File: config.mk
export PLATFORM = sky130hd
export DESIGN_NAME = div_issue
export DESIGN_NICKNAME = d
export VERILOG_FILES = /design/src/rtl/div_issue.sv
export SDC_FILE = /design/constraint.sdc
export NUM_CORES = 1
export LEC_CHECK = 0
export ABC_AREA = 1
export BUFFER_PORTS_ARGS = -buffer_cell sky130_fd_sc_hd__buf_4
export CELL_PAD_IN_SITES_DETAIL_PLACEMENT = 0
export CELL_PAD_IN_SITES_GLOBAL_PLACEMENT = 1
export CORE_MARGIN = 4
export CORE_UTILIZATION = 26
export DETAILED_ROUTE_END_ITERATION = 10
export PLACE_DENSITY_LB_ADDON = 0.15
export SYNTH_ARGS = -nofsm -noshare
export SYNTH_HDL_FRONTEND = slang
export SYNTH_SLANG_ARGS = --single-unit
File: constraint.sdc
create_clock -name clk -period 1.6 [get_ports clk]
set_clock_uncertainty 0.05 [all_clocks]
set_input_delay 0.08 -clock clk [delete_from_list [all_inputs] [get_ports clk]]
set_output_delay 0.08 -clock clk [all_outputs]
set_load 0.05 [all_outputs]
File: src/rtl/div_issue.sv
// Issue/hold stage in front of an iterative divider: holds one operation, starts the
// divider, short-circuits divide-by-zero and returns the result with its destination tag.
package div_issue_pkg;
    typedef enum logic [1:0] {
        DIV_DIV  = 2'd0,
        DIV_DIVU = 2'd1,
        DIV_MOD  = 2'd2,
        DIV_MODU = 2'd3
    } div_opcode_t;
endpackage

module div_issue
    import div_issue_pkg::*;
#(
    parameter int DEST_W    = 5,
    parameter bit ZERO_FAST = 1'b1
) (
    input  logic              clk,
    input  logic              resetn,
    input  logic              in_valid,
    output logic              in_ready,
    input  div_opcode_t       in_opcode,
    input  logic [31:0]       in_src1,
    input  logic [31:0]       in_src2,
    input  logic [DEST_W-1:0] in_dest,
    input  logic              flush,
    output logic              div_valid,
    output div_opcode_t       div_opcode,
    output logic [31:0]       div_src1,
    output logic [31:0]       div_src2,
    input  logic              div_ok,
    input  logic [31:0]       div_result,
    output logic              out_valid,
    input  logic              out_ready,
    output logic [31:0]       out_result,
    output logic [DEST_W-1:0] out_dest,
    output logic              busy
);

    typedef enum logic [1:0] {
        ST_IDLE  = 2'd0,
        ST_WAIT  = 2'd1,
        ST_DONE  = 2'd2,
        ST_DRAIN = 2'd3
    } state_t;

    // Architectural divide-by-zero result: all ones for quotients, dividend for remainders.
    function automatic logic [31:0] zero_div_result(input div_opcode_t op, input logic [31:0] src1);
        logic [31:0] res;
        case (op)
            DIV_DIV, DIV_DIVU: res = 32'hFFFF_FFFF;
            DIV_MOD, DIV_MODU: res = src1;
            default:           res = 32'hFFFF_FFFF;
        endcase
        return res;
    endfunction

    state_t              state_r;
    state_t              state_s;
    logic [31:0]         result_r;
    logic [31:0]         result_s;
    logic [DEST_W-1:0]   dest_r;
    logic [DEST_W-1:0]   dest_s;
    logic                in_ready_r;
    logic                out_valid_r;
    logic                busy_r;
    logic                accept_s;
    logic                bypass_s;

    // Accept qualification; resetn gates it so no start pulse escapes during reset.
    always_comb begin
        accept_s = in_valid & in_ready_r & ~flush & resetn;
        bypass_s = ZERO_FAST && (in_src2 == 32'd0);
    end

    assign div_valid  = accept_s & ~bypass_s;
    assign div_opcode = in_opcode;
    assign div_src1   = in_src1;
    assign div_src2   = in_src2;

    // Next-state and result/tag capture.
    always_comb begin
        state_s  = state_r;
        result_s = result_r;
        dest_s   = dest_r;
        case (state_r)
            ST_IDLE: begin
                if (accept_s) begin
                    dest_s = in_dest;
                    if (bypass_s) begin
                        result_s = zero_div_result(in_opcode, in_src1);
                        state_s  = ST_DONE;
                    end else begin
                        state_s  = ST_WAIT;
                    end
                end else begin
                    state_s = ST_IDLE;
                end
            end
            ST_WAIT: begin
                // A flush racing the completion wins: the result is dropped.
                if (flush && div_ok) begin
                    state_s = ST_IDLE;
                end else if (flush) begin
                    state_s = ST_DRAIN;
                end else if (div_ok) begin
                    result_s = div_result;
                    state_s  = ST_DONE;
                end else begin
                    state_s = ST_WAIT;
                end
            end
            ST_DONE: begin
                if (flush || out_ready) begin
                    state_s = ST_IDLE;
                end else begin
                    state_s = ST_DONE;
                end
            end
            ST_DRAIN: begin
                if (div_ok) begin
                    state_s = ST_IDLE;
                end else begin
                    state_s = ST_DRAIN;
                end
            end
            default: state_s = ST_IDLE;
        endcase
    end

    // State, held result and registered status flags.
    always_ff @(posedge clk or negedge resetn) begin
        if (!resetn) begin
            state_r     <= ST_IDLE;
            result_r    <= 32'd0;
            dest_r      <= '0;
            in_ready_r  <= 1'b1;
            out_valid_r <= 1'b0;
            busy_r      <= 1'b0;
        end else begin
            state_r     <= state_s;
            result_r    <= result_s;
            dest_r      <= dest_s;
            in_ready_r  <= (state_s == ST_IDLE);
            out_valid_r <= (state_s == ST_DONE);
            busy_r      <= (state_s != ST_IDLE);
        end
    end

    assign in_ready   = in_ready_r;
    assign out_valid  = out_valid_r;
    assign busy       = busy_r;
    assign out_result = result_r;
    assign out_dest   = dest_r;

endmodule

# Word level (Yosys, flattened, before mapping)
# Index checks and enable logic that the tools add are counted.
[classes] n_bitwise=6 muxes=15 eq_ne=12 reduce_logical=12
[ops] operator="$mux W32" n=5
[ops] operator="$pmux W32 S2" n=2
[ops] operator="$logic_not A32 Y1" n=1
[ops] operator="$mux W2" n=7
[ops] operator="$eq A2 B2 Y1 const B" n=5
[ops] operator="$ne A2 B2 Y1 const B" n=5
[ops] operator="$pmux W2 S4" n=1
[ops] operator="$logic_not A2 Y1" n=3
[ops] operator="$reduce_and A6 Y1" n=1
[ops] operator="$and A1 B1 Y1" n=4
[ops] operator="$eq A2 B1 Y1 const B" n=2
[ops] operator="$reduce_bool A2 Y1" n=2
[ops] operator="$reduce_or A2 Y1" n=2
[ops] operator="$not A1 Y1" n=2
[ops] operator="$reduce_and A2 Y1" n=1
[ops] operator="$logic_and A1 B1 Y1" n=1
[ops] operator="$logic_or A1 B1 Y1" n=1
[totals] wordCells=51 reg_bits=42 out_inout_bits=107 in_bits=109

# Logic depth before layout (Yosys ltp)
[logic_depth] ltp_word=6 ltp_mapped=11 mapped_depth_nobuf=10

# Worst setup path after synthesis
# No wires, ideal clock.
[synth_path] path_type="register to register" startpoint="register in_ready_r (netlist: in_ready)" endpoint="register result_r[25] (netlist: out_result[25])" period_less_slack_ps=1716 t_required_ps=1431 arrival_time_ps=1547 setup_ps=119 n_path_buf=1 stages_incl_launch_ff=9 setup_slack_ps=-116 cell_sequence="dfstp_2 > nand4_1 > nor2_4 > nand2_4 > nand2_8 > nand2_4 > buf_6 > nand2_1 > nand2_1"
[synth_between] elab_chain_len=5
[synth_lines] item="start: declaration" line="64" text="logic in_ready_r;"
[synth_lines] item="start signal: assignment" line="144" text="in_ready_r <= (state_s == ST_IDLE);"
[synth_lines] item="$and A1 B1 Y1 (3 in series)" line="72" text="accept_s = in_valid & in_ready_r & ~flush & resetn;"
[synth_lines] item="$ne A2 B2 Y1 (no source line)"
[synth_lines] item="$reduce_and A6 Y1 (no source line)"
[synth_lines] item="end signal: assignment" line="142" text="result_r <= result_s;"
[synth_lines] item="end: declaration" line="60" text="logic [31:0] result_r;"
# No other way between the ends.
# A chain may end at the register's enable or synchronous reset.

# Final worst setup path
[layout_path] startpoint="register in_ready_r (netlist: in_ready)" endpoint="register result_r[23] (netlist: out_result[23])"
# Same word-level chain as after synthesis.

==> impl_metrics.toml <==
[sta]
setup_tns_after_final_layout_ns = 0
rsz0062_at_grt = "no"
setup_viol = 0
slew_headroom = 0.6328
finalCriticalPeriod_ns = 1.506
final-max-slew-violation-count = 0
period_share = 0.9414
highest_clock_frequency_the_design_can_meet_mhz = 663.9
worst_slew_pin_slew_ns = 0.5508
hold_viol_final = 0
hold_slack_final_ns = 0.05890

[clock_network]
clk_root_buffer_cell = "sky130_fd_sc_hd__clkbuf_8"
cts_inserted_buffers = 5
h-tree-depth = 2
worst_setup_hold_path_clk_slew_ns = 0.09
clock_tree_from_tritoncts = "yes"
clk_latency_ns = 0.29
count_of_clock_tree_sinks = 42
max-clock-path-buffers = 2

[critical_path]
worst-r2r-setup-slack_ns = 0.09
worstPathCellList = "nand4_1 > nor2_4 > nand2_4 > nand2_8 > clkbuf_16 > nand3_1 > nand2_1"
critical_path.n_buffers_inverters = 1
critPathArrivalTime_ns = 1.69
timing.critical_path.from = "in_ready"
worstPathMaxFanout = 16
critPathCapture = "out_result[23]"
critical_path_s_top_delay_family = "simple AND/OR/NAND/NOR gates"
worstReg2RegEnd = "out_result[23]"
worst_setup_end_kind = "register"
crit_slowest_cell = "sky130_fd_sc_hd__dfstp_2"
worstPathRequired_ns = 1.78
worst_r2r_startpoint = "in_ready"
worst-r2r-cell-count = 7
max_stage_delay_ns = 0.54
cp.depth = 7
timing.critical_path.from_type = "register"
worst-setup-path-type = "register to register"

[route]
first_pass_iters = 4
avgRoutedWirePerCell_um = 13.23
detailedRoute.firstIterationViolations = 64
viasPerCell = 4.148
detail-route-antenna-nets = 0
drc = 0
vias = 2862
routed_wirelength_um = 9126

[floorplanning]
fp.dieW_um = 112.8
num_rows = 38
die_y_um = 112.8
initial_standard_cell_utilization_of_the_core = 0.2648
core_mm2 = 0.01079
die-area_mm2 = 0.01273
boundaryPins = 216

[hold_path]
timing.hold.worst.class = "primary input to register"
worst_hold_startpoint = "div_result[30]"

[pwr]
powerDensity_mw_per_mm2 = 1748
clock_power_share = 0.111
totalPowerFinal_w = 0.007611
sequentialPowerShare = 0.248
cell_internal_pwr_w = 0.003551
power.share.switching = 0.5335
vdd.ir_drop.worst_mv = 0.8926
leakage_nw = 2.338
comb_power_share = 0.641
total_switching_power_w = 0.004061

[final_layout]
filler_cell_count = 1136
utilization = 0.4035
layout-area-overhead-vs-synth_pct = 52.41
post_route_cells_drive_above_1_share = 0.4527
final_cell_mix = "sky130_fd_sc_hd__buf_4 (220), sky130_fd_sc_hd__nand2_1 (151), sky130_fd_sc_hd__dfrtp_1 (41)"
diodes = 0
leading_cell_type_in_the_layout_fill_and_taps_excluded = "sky130_fd_sc_hd__buf_4"
final_cell_area_mm2 = 0.004355
fin_nets = 660

[grt]
grt_overflow = 0
grt_start_max_net_pins = 43
antenna_found_initial = 0
grt_pass1_wl_um = 14410
first_global_vias = 2944
gr-usage-all-layers = 0.1372

[placed_design]
dpl_cell_area_mm2 = 0.004120
gpl.final_weighted_congestion = 0.7407
half_perimeter_wire_length_after_placement_um = 6941
port-buffer-count = 213

[yosys]
synth_fp_nets = 506
netlist_instances = 395
syn_area_per_cell_um2 = 7.235
synth-seq-cells = 42
mappedNetlistArea_mm2 = 0.002858
synth_warnings = 0
synth.lib_cells_used.distinct = 23
synth-seq-area-share = 0.3682

[outcome]
outcome = "complete, no violations"

[job]
maxCapViolCount = 0
[metal layers]
metal	vias up	wire length, um	global-route usage	share of wire
met5	-	0	0	0
met4	0	57	0.02965	0.0062
met3	4	817	0.03369	0.090
met2	129	4493	0.2397	0.49
met1	1239	3757	0.1714	0.41
li1	1490	-	-	-
[sequential cells by signal (all words and copies together), names as in the netlist]
name / cells
busy: 1
in_ready: 1
out_dest: 5
out_result: 32
out_valid: 1
state_r: 2
[kinds of logic (layout without fill, tap and decap cells)]
family | after synthesis | after routing | share of synthesized area
adder cells (fa/ha/maj) | 2 | 2 | 0.008755
AND/OR/NAND/NOR | 226 | 227 | 0.3389
buffers and inverters | 91 | 245 | 0.2233
flip-flops | 42 | 42 | 0.3682
AO/OA/AOI/OAI | 34 | 34 | 0.06086
[power groups by stage]
stage | Combinational, W | Clock (W) | Sequential [W]
detailed placement | 0.00482 | 0 | 0.00191
global placement | 0.00479 | 0 | 0.00191
global route | 0.00526 | 0.000925 | 0.00196
floorplan | 0.00165 | 0 | 0.00358
finish | 0.00488 | 0.000847 | 0.00189
CTS | 0.00485 | 0.000896 | 0.00190
[worst reg2reg max path: stages (launching register included)]
cell and delay, ns:
sky130_fd_sc_hd__dfstp_2 0.54, sky130_fd_sc_hd__nand4_1 0.15, sky130_fd_sc_hd__nor2_4 0.16, sky130_fd_sc_hd__nand2_4 0.09, sky130_fd_sc_hd__nand2_8 0.13, sky130_fd_sc_hd__clkbuf_16 0.20, sky130_fd_sc_hd__nand3_1 0.08, sky130_fd_sc_hd__nand2_1 0.07
[per-stage QoR]
step                      std cells  worst slack (ns)
final                           690           0.09369
after global routing            690          0.003123
after CTS                       688           0.06558
after detailed placement        674          -0.02106
after global placement          674           0.03612
after floorplan                 395           -0.1165
[layout make-up]
class,instances,area (um^2),share of cell area
repair buffers,230,1795,0.4122
flip-flops and latches,42,1052,0.2416
clock buffers,6,72.57,0.01666
well taps,140,175.2,0.04022
clock inverters,2,37.54,0.008618
inverters,7,26.28,0.006033
multi-input cells,263,1196,0.2746
[how the worst min path moves through the flow]
stage	to	slack [ns]	depth (start not counted)
floorplan	busy	-0.27	0
global placement	div_opcode[0]	0.11	0
detailed placement	div_opcode[0]	0.11	0
CTS	out_result[30]	0.05	5
global route	out_result[20]	0.07	5
finish	out_result[30]	0.06	5
[cell usage after synthesis, drive strengths merged]
library cell / number / area, um^2
nand2: 161 / 658.1
buf: 78 / 589.3
dfrtp: 41 / 1026
o21ai: 33 / 168.9
nand3: 32 / 160.2
nor2: 29 / 123.9
inv: 7 / 26.27
clkbuf: 6 / 22.52
ha: 2 / 25.02
a21oi: 1 / 5.000
dfstp: 1 / 26.28
nand4: 1 / 6.260
nor3: 1 / 5.000
nor4: 1 / 6.260
or2: 1 / 8.760
[what timing repair did]
item / in CTS / in global routing
setup endpoints to repair: 32 / 13
hold buffers: 6 / 0
cloned: 0 / 2
endpoints found under the hold margin: 46 / 0
pin swaps: 0 / 2
resized for setup: 1 / 4
buffers inserted: 0 / 0
Note: power is estimated with default switching activity, not from simulation.
